===== src/rtl/adder_tree_acc.sv =====
// adder_tree_acc
//   Pipelined adder tree that sums IDIM unsigned IWID-bit inputs, such as
//   unary bitstream bits from parallel channels. A valid tag travels with
//   the data. A windowed accumulator adds up ACC_WIN valid tree sums into
//   one binary total, which converts a unary stream into a binary count.
//
//   Tree level k (1-based, leaves are level 0) is registered when
//   k % BDEP == 0, so the tree latency is LAT = IDL2 / BDEP cycles. When
//   LAT is 0, o_sum is purely combinational from i_data.
//
// Ports
//   clk          clock
//   rst_n        asynchronous active-low reset
//   i_valid      qualifies i_data this cycle
//   i_data       IDIM operands, IWID bits each
//   i_clear      synchronous clear of the accumulator window (wins over a valid sum)
//   o_sum        tree sum (OWID bits), from i_data presented LAT cycles earlier
//   o_sum_valid  o_sum qualifier (i_valid delayed by LAT)
//   o_acc        most recent completed window total (not cleared by i_clear)
//   o_acc_valid  one-cycle pulse when o_acc updates
//   o_cnt        valid sums accumulated in the current window
module adder_tree_acc #(
  parameter  int IDIM    = 9,
  parameter  int IWID    = 1,
  parameter  int BDEP    = 2,
  parameter  int ACC_WIN = 256,
  localparam int IDL2    = $clog2(IDIM),
  localparam int OWID    = IWID + IDL2,
  localparam int CWID    = $clog2(ACC_WIN + 1),
  localparam int AWID    = OWID + CWID,
  localparam int LAT     = IDL2 / BDEP
) (
  input  logic            clk,
  input  logic            rst_n,
  input  logic            i_valid,
  input  logic [IWID-1:0] i_data [IDIM],
  input  logic            i_clear,
  output logic [OWID-1:0] o_sum,
  output logic            o_sum_valid,
  output logic [AWID-1:0] o_acc,
  output logic            o_acc_valid,
  output logic [CWID-1:0] o_cnt
);

  localparam int NPAD = 1 << IDL2;

  // Tree nodes use heap numbering: node 1 is the root, node p has children
  // 2p and 2p+1, and leaves occupy NPAD .. 2*NPAD-1. Level k therefore owns
  // nodes (NPAD >> k) .. (NPAD >> (k-1)) - 1.
  logic [OWID-1:0] node_c [1:2*NPAD-1];  // combinational value of each node
  logic [OWID-1:0] node_q [1:2*NPAD-1];  // registered copy (registered levels only)

  function automatic logic is_reg(input int k);
    return (k > 0) && (k % BDEP == 0);
  endfunction

  // NOTE: combinational logic uses blocking assignments and gives every
  // written variable a default first, so no latch can be inferred.
  always_comb begin
    for (int i = 1; i < 2 * NPAD; i++) node_c[i] = '0;
    // Leaves are zero-extended inputs; padding leaves stay at zero.
    for (int j = 0; j < IDIM; j++) node_c[NPAD + j] = OWID'(i_data[j]);
    // Walk from the leaves up so children are settled before parents read them.
    for (int k = 1; k <= IDL2; k++) begin
      for (int j = 0; j < (NPAD >> k); j++) begin
        int p;
        p = (NPAD >> k) + j;
        node_c[p] = (is_reg(k - 1) ? node_q[2 * p]     : node_c[2 * p])
                  + (is_reg(k - 1) ? node_q[2 * p + 1] : node_c[2 * p + 1]);
      end
    end
  end

  // NOTE: sequential state uses non-blocking assignments; the pipeline
  // register array is reset element by element because every stage must
  // come out of reset at zero, unlike a storage memory.
  always_ff @(posedge clk or negedge rst_n) begin
    if (!rst_n) begin
      for (int i = 1; i < 2 * NPAD; i++) node_q[i] <= '0;
    end else begin
      for (int k = 1; k <= IDL2; k++) begin
        if (is_reg(k)) begin
          for (int j = 0; j < (NPAD >> k); j++) begin
            node_q[(NPAD >> k) + j] <= node_c[(NPAD >> k) + j];
          end
        end
      end
    end
  end

  assign o_sum = is_reg(IDL2) ? node_q[1] : node_c[1];

  // Valid tag: a LAT-deep shift register that advances every cycle.
  generate
    if (LAT > 0) begin : g_vpipe
      logic [LAT-1:0] vld_q;
      always_ff @(posedge clk or negedge rst_n) begin
        if (!rst_n) vld_q <= '0;
        else        vld_q <= LAT'({vld_q, i_valid});
      end
      assign o_sum_valid = vld_q[LAT-1];
    end else begin : g_vcomb
      assign o_sum_valid = i_valid;
    end
  endgenerate

  // Windowed accumulator. The closing sum goes straight into o_acc, so the
  // next window starts from an empty acc_q on the following cycle.
  logic [AWID-1:0] acc_q;

  always_ff @(posedge clk or negedge rst_n) begin
    if (!rst_n) begin
      acc_q       <= '0;
      o_cnt       <= '0;
      o_acc       <= '0;
      o_acc_valid <= 1'b0;
    end else begin
      o_acc_valid <= 1'b0;
      if (i_clear) begin
        acc_q <= '0;
        o_cnt <= '0;
      end else if (o_sum_valid) begin
        if (o_cnt == CWID'(ACC_WIN - 1)) begin
          o_acc       <= acc_q + AWID'(o_sum);
          o_acc_valid <= 1'b1;
          acc_q       <= '0;
          o_cnt       <= '0;
        end else begin
          acc_q <= acc_q + AWID'(o_sum);
          o_cnt <= o_cnt + 1'b1;
        end
      end
    end
  end

endmodule

===== config.mk =====
export PLATFORM = sky130hd
export DESIGN_NAME = adder_tree_acc
export DESIGN_NICKNAME = d
export VERILOG_FILES = /design/src/rtl/adder_tree_acc.sv
export SDC_FILE = /design/constraint.sdc
export NUM_CORES = 1
export LEC_CHECK = 0
export ABC_AREA = 1
export CORE_AREA = 3 3 80 82
export DETAILED_ROUTE_END_ITERATION = 6
export DIE_AREA = 0 0 83 85
export PLACE_DENSITY = 0.83
export SLEW_MARGIN = 20
export SYNTH_ARGS = -nofsm -noshare
export SYNTH_HDL_FRONTEND = slang
export SYNTH_SLANG_ARGS = --single-unit

===== constraint.sdc =====
create_clock -name clk -period 1.6 [get_ports clk]
set_clock_uncertainty 0.1 [all_clocks]
set_input_delay 0.32 -clock clk [delete_from_list [all_inputs] [get_ports clk]]
set_output_delay 0.32 -clock clk [all_outputs]
set_load 0.02 [all_outputs]

==> results of run 1 <==
[layout make-up]
cell class | instances | share of cell area (%)
clock buffers | 6 | 1.93
clock inverters | 2 | 0.333
inverters | 43 | 4.37
multi-input cells | 212 | 39.7
flip-flops and latches | 52 | 34.7
well taps | 75 | 2.50
repair buffers | 71 | 16.5
[per-layer routing]
metal	up-vias	share of wire, %	GRT usage [%]
li1	1125	-	-
met1	1112	39	20.2
met2	52	55	33.4
met3	7	4.4	3.30
met4	0	1.1	4.75
met5	-	0	0
[flip-flops by register name, indices dropped and copies added, names as in the netlist]
signal / count
acc_q: 14
o_acc: 14
o_cnt: 9
node_q: 7
o_sum: 5
g_vpipe.vld_q: 2
o_acc_valid: 1
[power breakdown]
| group | switching, mW | total (mW) | internal (mW) |
|---|---|---|---|
| clock network | 0.440 | 0.746 | 0.307 |
| registers | 0.118 | 1.55 | 1.43 |
| logic | 0.709 | 1.37 | 0.657 |
[logic make-up after synthesis]
kind of cell | after synthesis
and+or+nand+nor | 166
buffers and inverters | 53
DFF | 52
adders and majority gates | 19
AOI/OAI and AO/OA | 17
xor gates and xnor gates | 10
[critical path: stages, from the launching register on]
cell     delay (ns)
dfrtp_1        0.44
ha_4           0.32
nand2_1        0.07
nor2_1         0.21
nand3_4        0.13
nand2_4        0.11
nand3_1        0.12
nand3_2        0.10
nand2_1        0.05
[stage by stage]
step,setup slack (ns),std cells
finish,-0.148,461
global route,-0.244,461
floorplan,-0.0286,317
detailed placement,-0.467,445
CTS,-0.121,456
global placement,-0.425,445
[cells in the final DEF (no fill, tap or decap), drive strengths merged]
cell / n
xor2: 7
a21oi: 1
clkdlybuf4s50: 5
clkinvlp: 1
dlygate4sd2: 29
or2: 1
ha: 15
nand3: 26
xnor2: 3
nand3b: 3
nor2: 16
a211oi: 1
nand4: 3
clkinv: 1
o22ai: 5
dfrtp: 52
clkdlybuf4s15: 1
inv: 43
o21ai: 10
clkbuf: 9
buf: 32
dlygate4sd3: 1
fa: 4
nor3: 6
nand2: 111
[what timing repair did]
item	CTS	global route
hold endpoints to repair	52	0
resized for setup	76	40
setup endpoints to repair	58	35
buffers inserted	2	5
pin swaps	12	8
hold buffers	1	0
[final timing paths]
check                                 start          endpoint  slack, ns  cells after the start
hold reg to reg            g_vpipe.vld_q[0]  g_vpipe.vld_q[1]       0.27                      0
max in group asynchronous             rst_n          acc_q[1]       0.73                      3
setup reg to reg                   o_sum[4]         acc_q[12]      -0.15                      8
min in group asynchronous             rst_n          o_cnt[5]       0.39                      3
hold / removal             g_vpipe.vld_q[0]  g_vpipe.vld_q[1]       0.27                      0
setup / recovery                   o_sum[4]         acc_q[12]      -0.15                      8
==> metrics.md, run 1 <==
| Metric | Value |
|---|---|
| Xor-xnor portion of the synthesized cell area | `roughly 3.2%` |
| 1st-pass router iterations | `4` |
| Lkg Pwr | `roughly 1.9 nW` |
| Yosys top cell area share | `between 40% and 50%` |
| Synth Area in Simple Gates | `a little over a quarter` |
| I/O pin cnt | `between 40 and 50` |
| Area contributors post-synth | `dfrtp_1 (48%), nand2_1 (15%), ha_1 (6.9%)` |
| GR Overflow Total | `0` |
| Pwr Density | `between 900 and 1000 nW/um2` |
| Initial Util | `46.7%` |
| Clock buffer depth | `2` |
| Min cycle time layout | `between 1.5 and 2 ns` |
| Fin Hold WS | `0.268 ns` |
| Post-Syn Area per Cell | `8.56 um2` |
| Worst EP required | `~1.7 ns` |
| Clock Latency Late Sink | `0.32 ns` |
| Post-synth EDFFs | `0` |
| Clock sinks | `between 50 and 60` |
| Outcome | `finished with violations` |
| Layout cells sized above 1 | `between 30% and 40%` |
| Drc violations | `0` |
| Antenna cells | `0` |
| Final #Nets | `between 400 and 500` |
| Design Area, Final | `~3800 um2` |
| Die width | `between 80 and 90 um` |
| Die height | `85 um` |
| TritonCTS clock tree | `done` |
| Fill count | `between 400 and 500` |
| Vias in the first global route | `about 2,300` |
| Yosys Warn Count | `0` |
| Asr flop ratio synth | `100%` |
| F_max | `572 MHz` |
| Synth Cell Area | `approximately 2700 um2` |
| Type of the worst setup path | `flip-flop to flip-flop` |
| CP max FO | `4` |
| Multi-input gate area | `around 1500 um2` |
| H-tree Lvls | `2` |
| Final Max Slew Viols | `0` |
| Post-synthesis compound-gate area fraction | `between 3 and 4%` |
| MaxCap Viol Count | `0` |
| Post-synthesis sequential area ratio | `47.9%` |
| Num CTS Buffers | `5` |
| VDD IR max | `between 0.8 and 0.9 mV` |
| Sequential cell area | `1300 um2` |
| Register bit total from synthesis | `52` |
| Count leader, synth | `nand2_1` |
| Power Total | `~3.7 mW` |
| DR iter-0 viols | `~140` |
| Failing checks | `negative setup slack` |
| Synth-to-Final Area Change | `38.4%` |
| Routed length per instance | `13.4 um` |
| Initial antenna violation count | `0` |
| DIE AREA | `between 7000 and 8000 um2` |
| Unique masters post-synth | `27` |
| Final setup viols | `24` |
| Utilization after layout | `between 60% and 70%` |
| Number of port buffers | `42` |
| Synth top cells by count | `nand2_1 (108), dfrtp_1 (52), inv_1 (41)` |
| All-Layer GR Usage | `between 10% and 20%` |
| Largest family of logic cells by synthesized area | `simple AND/OR/NAND/NOR gates` |
| Synth Instances | `~320` |
| Largest net degree at the start of global routing | `53` |
| Dpl hpwl | `~4000 um` |
| Final GP Congestion | `0.829` |
| Tightest Hold Check Type | `flip-flop to flip-flop` |
| Period utilization | `109%` |
| CP Capture Type | `flip-flop` |
| First-pass GRT wire length | `between 10,000 and 15,000 um` |
| Clock root cell | `clkbuf_8` |
| Data arrival, critical path | `roughly 1.9 ns` |
| Final setup margin | `-0.148 ns` |
| Post-synthesis adder-cell area fraction | `roughly a tenth` |
| Startpoint Class | `flip-flop` |
| Final Hold Viols | `0` |
| DR vias/cell | `4.98` |
| Post-synthesis mux area share | `0%` |
| Row count | `28` |
| Syn_nets | `approximately 350` |
| Routed Antenna Nets | `0` |
| Placeable Area | `between 5000 and 6000 um2` |
| Main flop type after synthesis | `dfrtp_1` |
| WL final | `6180 um` |
| TNS Setup | `-1.68 ns` |
| Cell accounting for the most synthesized area | `dfrtp_1` |
| Via count | `between 2,000 and 2,500` |
| Slew @ Worst Pin | `around 0.55 ns` |
| Slew headroom | `between 60% and 70%` |
| Clock Pin Slew Worst Setup and Hold Paths | `roughly 0.1 ns` |
| Placed cell area | `roughly 3300 um2` |
| Unrepaired setup endpoints after global routing | `true` |
Power figures use the tool's default switching activity.
==> run 2, diff against run 1 <==
Settings changed: SKIP_LAST_GASP set to 1.
==> metrics.md, run 2 (synthesis gave the netlist of run 1 again) <==
| Metric | Value |
|---|---|
| Routed length per instance | `~14 um` |
| Outcome | `finished with violations` |
| Power Total | `roughly 3.7 mW` |
| Startpoint Class | `flip-flop` |
| Fill count | `488` |
| VDD IR max | `between 0.8 and 0.9 mV` |
| Layout cells sized above 1 | `between 20% and 30%` |
| Row count | `28` |
| Num CTS Buffers | `5` |
| Clock buffer depth | `2` |
| Synth-to-Final Area Change | `37.4%` |
| Hold endpoint | `g_vpipe.vld_q[1]` |
| Clock Pin Slew Worst Setup and Hold Paths | `approximately 0.1 ns` |
| Via count | `~2,300` |
| DR vias/cell | `roughly 5.0` |
| Slew @ Worst Pin | `0.373 ns` |
| Final GP Congestion | `between 0.8 and 0.9` |
| TritonCTS clock tree | `done` |
| FF-to-FF setup slack | `-0.16 ns` |
| Final Hold Viols | `0` |
| Worst r2r src | `acc_q[0]` |
| GR Overflow Total | `0` |
| Biggest regs | `acc_q: 14 flops, o_acc: 14 flops, o_cnt: 9 flops` |
| Largest net degree at the start of global routing | `53` |
| CP Capture Type | `flip-flop` |
| First-pass GRT wire length | `slightly above 10,000 um` |
| Routed Antenna Nets | `0` |
| Hold depth | `0` |
| Placeable Area | `around 5800 um2` |
| Clock root cell | `clkbuf_8` |
| 1st-pass router iterations | `4` |
| Hold Crit Start | `g_vpipe.vld_q[0]` |
| Die height | `roughly 85 um` |
| Tightest Hold Check Type | `flip-flop to flip-flop` |
| Slew headroom | `between 70% and 80%` |
| DR iter-0 viols | `165` |
| Unrepaired setup endpoints after global routing | `true` |
| Vias in the first global route | `around 2,300` |
| WL final | `roughly 6300 um` |
| Most frequent cells in the layout | `nand2_1 (93), dfrtp_1 (50), inv_1 (36)` |
| Data arrival, critical path | `between 1.5 and 2 ns` |
| MaxCap Viol Count | `0` |
| Type of the worst setup path | `flip-flop to flip-flop` |
| Number of port buffers | `42` |
| Lkg Pwr | `1.93 nW` |
| Initial antenna violation count | `0` |
| Antenna cells | `0` |
| Final #Nets | `approximately 420` |
| F_max | `between 500 and 600 MHz` |
| Final setup viols | `23` |
| Clock Latency Late Sink | `slightly above 0.3 ns` |
| DIE AREA | `approximately 7000 um2` |
| Worst reg2reg path depth | `10` |
| All-Layer GR Usage | `17.6%` |
| DP Worst Slack | `-0.467 ns` |
| Min cycle time layout | `1.76 ns` |
| Commonest non-fill, non-tap cell in the layout | `nand2_1` |
| Utilization after layout | `64.1%` |
| Drc violations | `0` |
| Pwr Density | `~980 nW/um2` |
| Final Max Slew Viols | `0` |
| Initial Util | `between 40% and 50%` |
| Final setup margin | `-0.158 ns` |
| Clock sinks | `52` |
| Worst EP required | `between 1.5 and 2 ns` |
| CP max FO | `3` |
| I/O pin cnt | `43` |
| Dpl hpwl | `approximately 4000 um` |
| Crit Reg-Reg Endpoint | `acc_q[12]` |
| Period utilization | `110%` |
| H-tree Lvls | `2` |
| Failing checks | `negative setup slack` |
| Die width | `83 um` |
[run 2: final cells by class]
| class | instances | area, um2 | share of cell area (%) |
|---|---|---|---|
| inverter | 43 | 161 | 4.33 |
| clock inverter | 2 | 12.5 | 0.336 |
| multi-input combinational | 212 | 1480 | 39.7 |
| sequential | 52 | 1300 | 35.0 |
| tap | 75 | 93.8 | 2.52 |
| clock buffer | 6 | 72.6 | 1.95 |
| timing repair buffer | 70 | 603 | 16.2 |
[run 2: stage by stage]
step / TNS (ns) / hold slack (ns) / cells / instance area (um2)
final: -1.77 / 0.268 / 460 / 3730
after global routing: -4.15 / 0.290 / 460 / 3730
after CTS: -1.26 / 0.273 / 456 / 3560
after detailed placement: -4.82 / 0.232 / 445 / 3350
after global placement: -3.63 / 0.227 / 445 / 3350
after floorplan: -0.118 / -0.0756 / 317 / 2730
[run 2: timing repair]
item,4_1_cts,5_1_grt
pin swaps,11,12
endpoints found under the hold margin,52,0
setup buffers,2,4
resized for setup,69,47
gates cloned,0,0
setup endpoints to repair,58,38
hold buffers,1,0
[run 2: worst max-delay path by stage]
stage / from / to / slack, ns / cells past startpoint
5_1_grt: acc_q[0] / acc_q[12] / -0.25 / 10
2_1_floorplan: acc_q[0] / acc_q[12] / -0.03 / 10
3_3_place_gp: i_data[1] / node_q[131] / -0.42 / 6
4_1_cts: o_sum[0] / acc_q[6] / -0.12 / 9
3_5_place_dp: i_data[1] / node_q[131] / -0.47 / 6
6_report: acc_q[0] / acc_q[12] / -0.16 / 10
[run 2: power by group]
group	total [mW]	leakage [nW]	internal, mW	switching [mW]
sequential	1.56	0.696	1.43	0.125
clock	0.740	0.0412	0.307	0.434
combinational	1.37	1.20	0.647	0.718
[run 2: per-layer routing]
| metal | up-vias | GRT usage (%) | wire length [um] |
|---|---|---|---|
| met5 | - | 0 | 0 |
| met4 | 0 | 5.05 | 80 |
| met3 | 9 | 3.30 | 295 |
| met2 | 63 | 33.2 | 3380 |
| met1 | 1113 | 20.2 | 2500 |
| li1 | 1123 | - | - |
[run 2: critical path, cell delays in order (launching register included)]
cell     delay [ns]
dfrtp_1        0.40
ha_2           0.19
fa_2           0.35
nand2_2        0.10
nand2_4        0.08
nand3_4        0.11
nand2_4        0.07
nand2_2        0.07
nand2_2        0.06
nand3_2        0.05
nand2_1        0.05
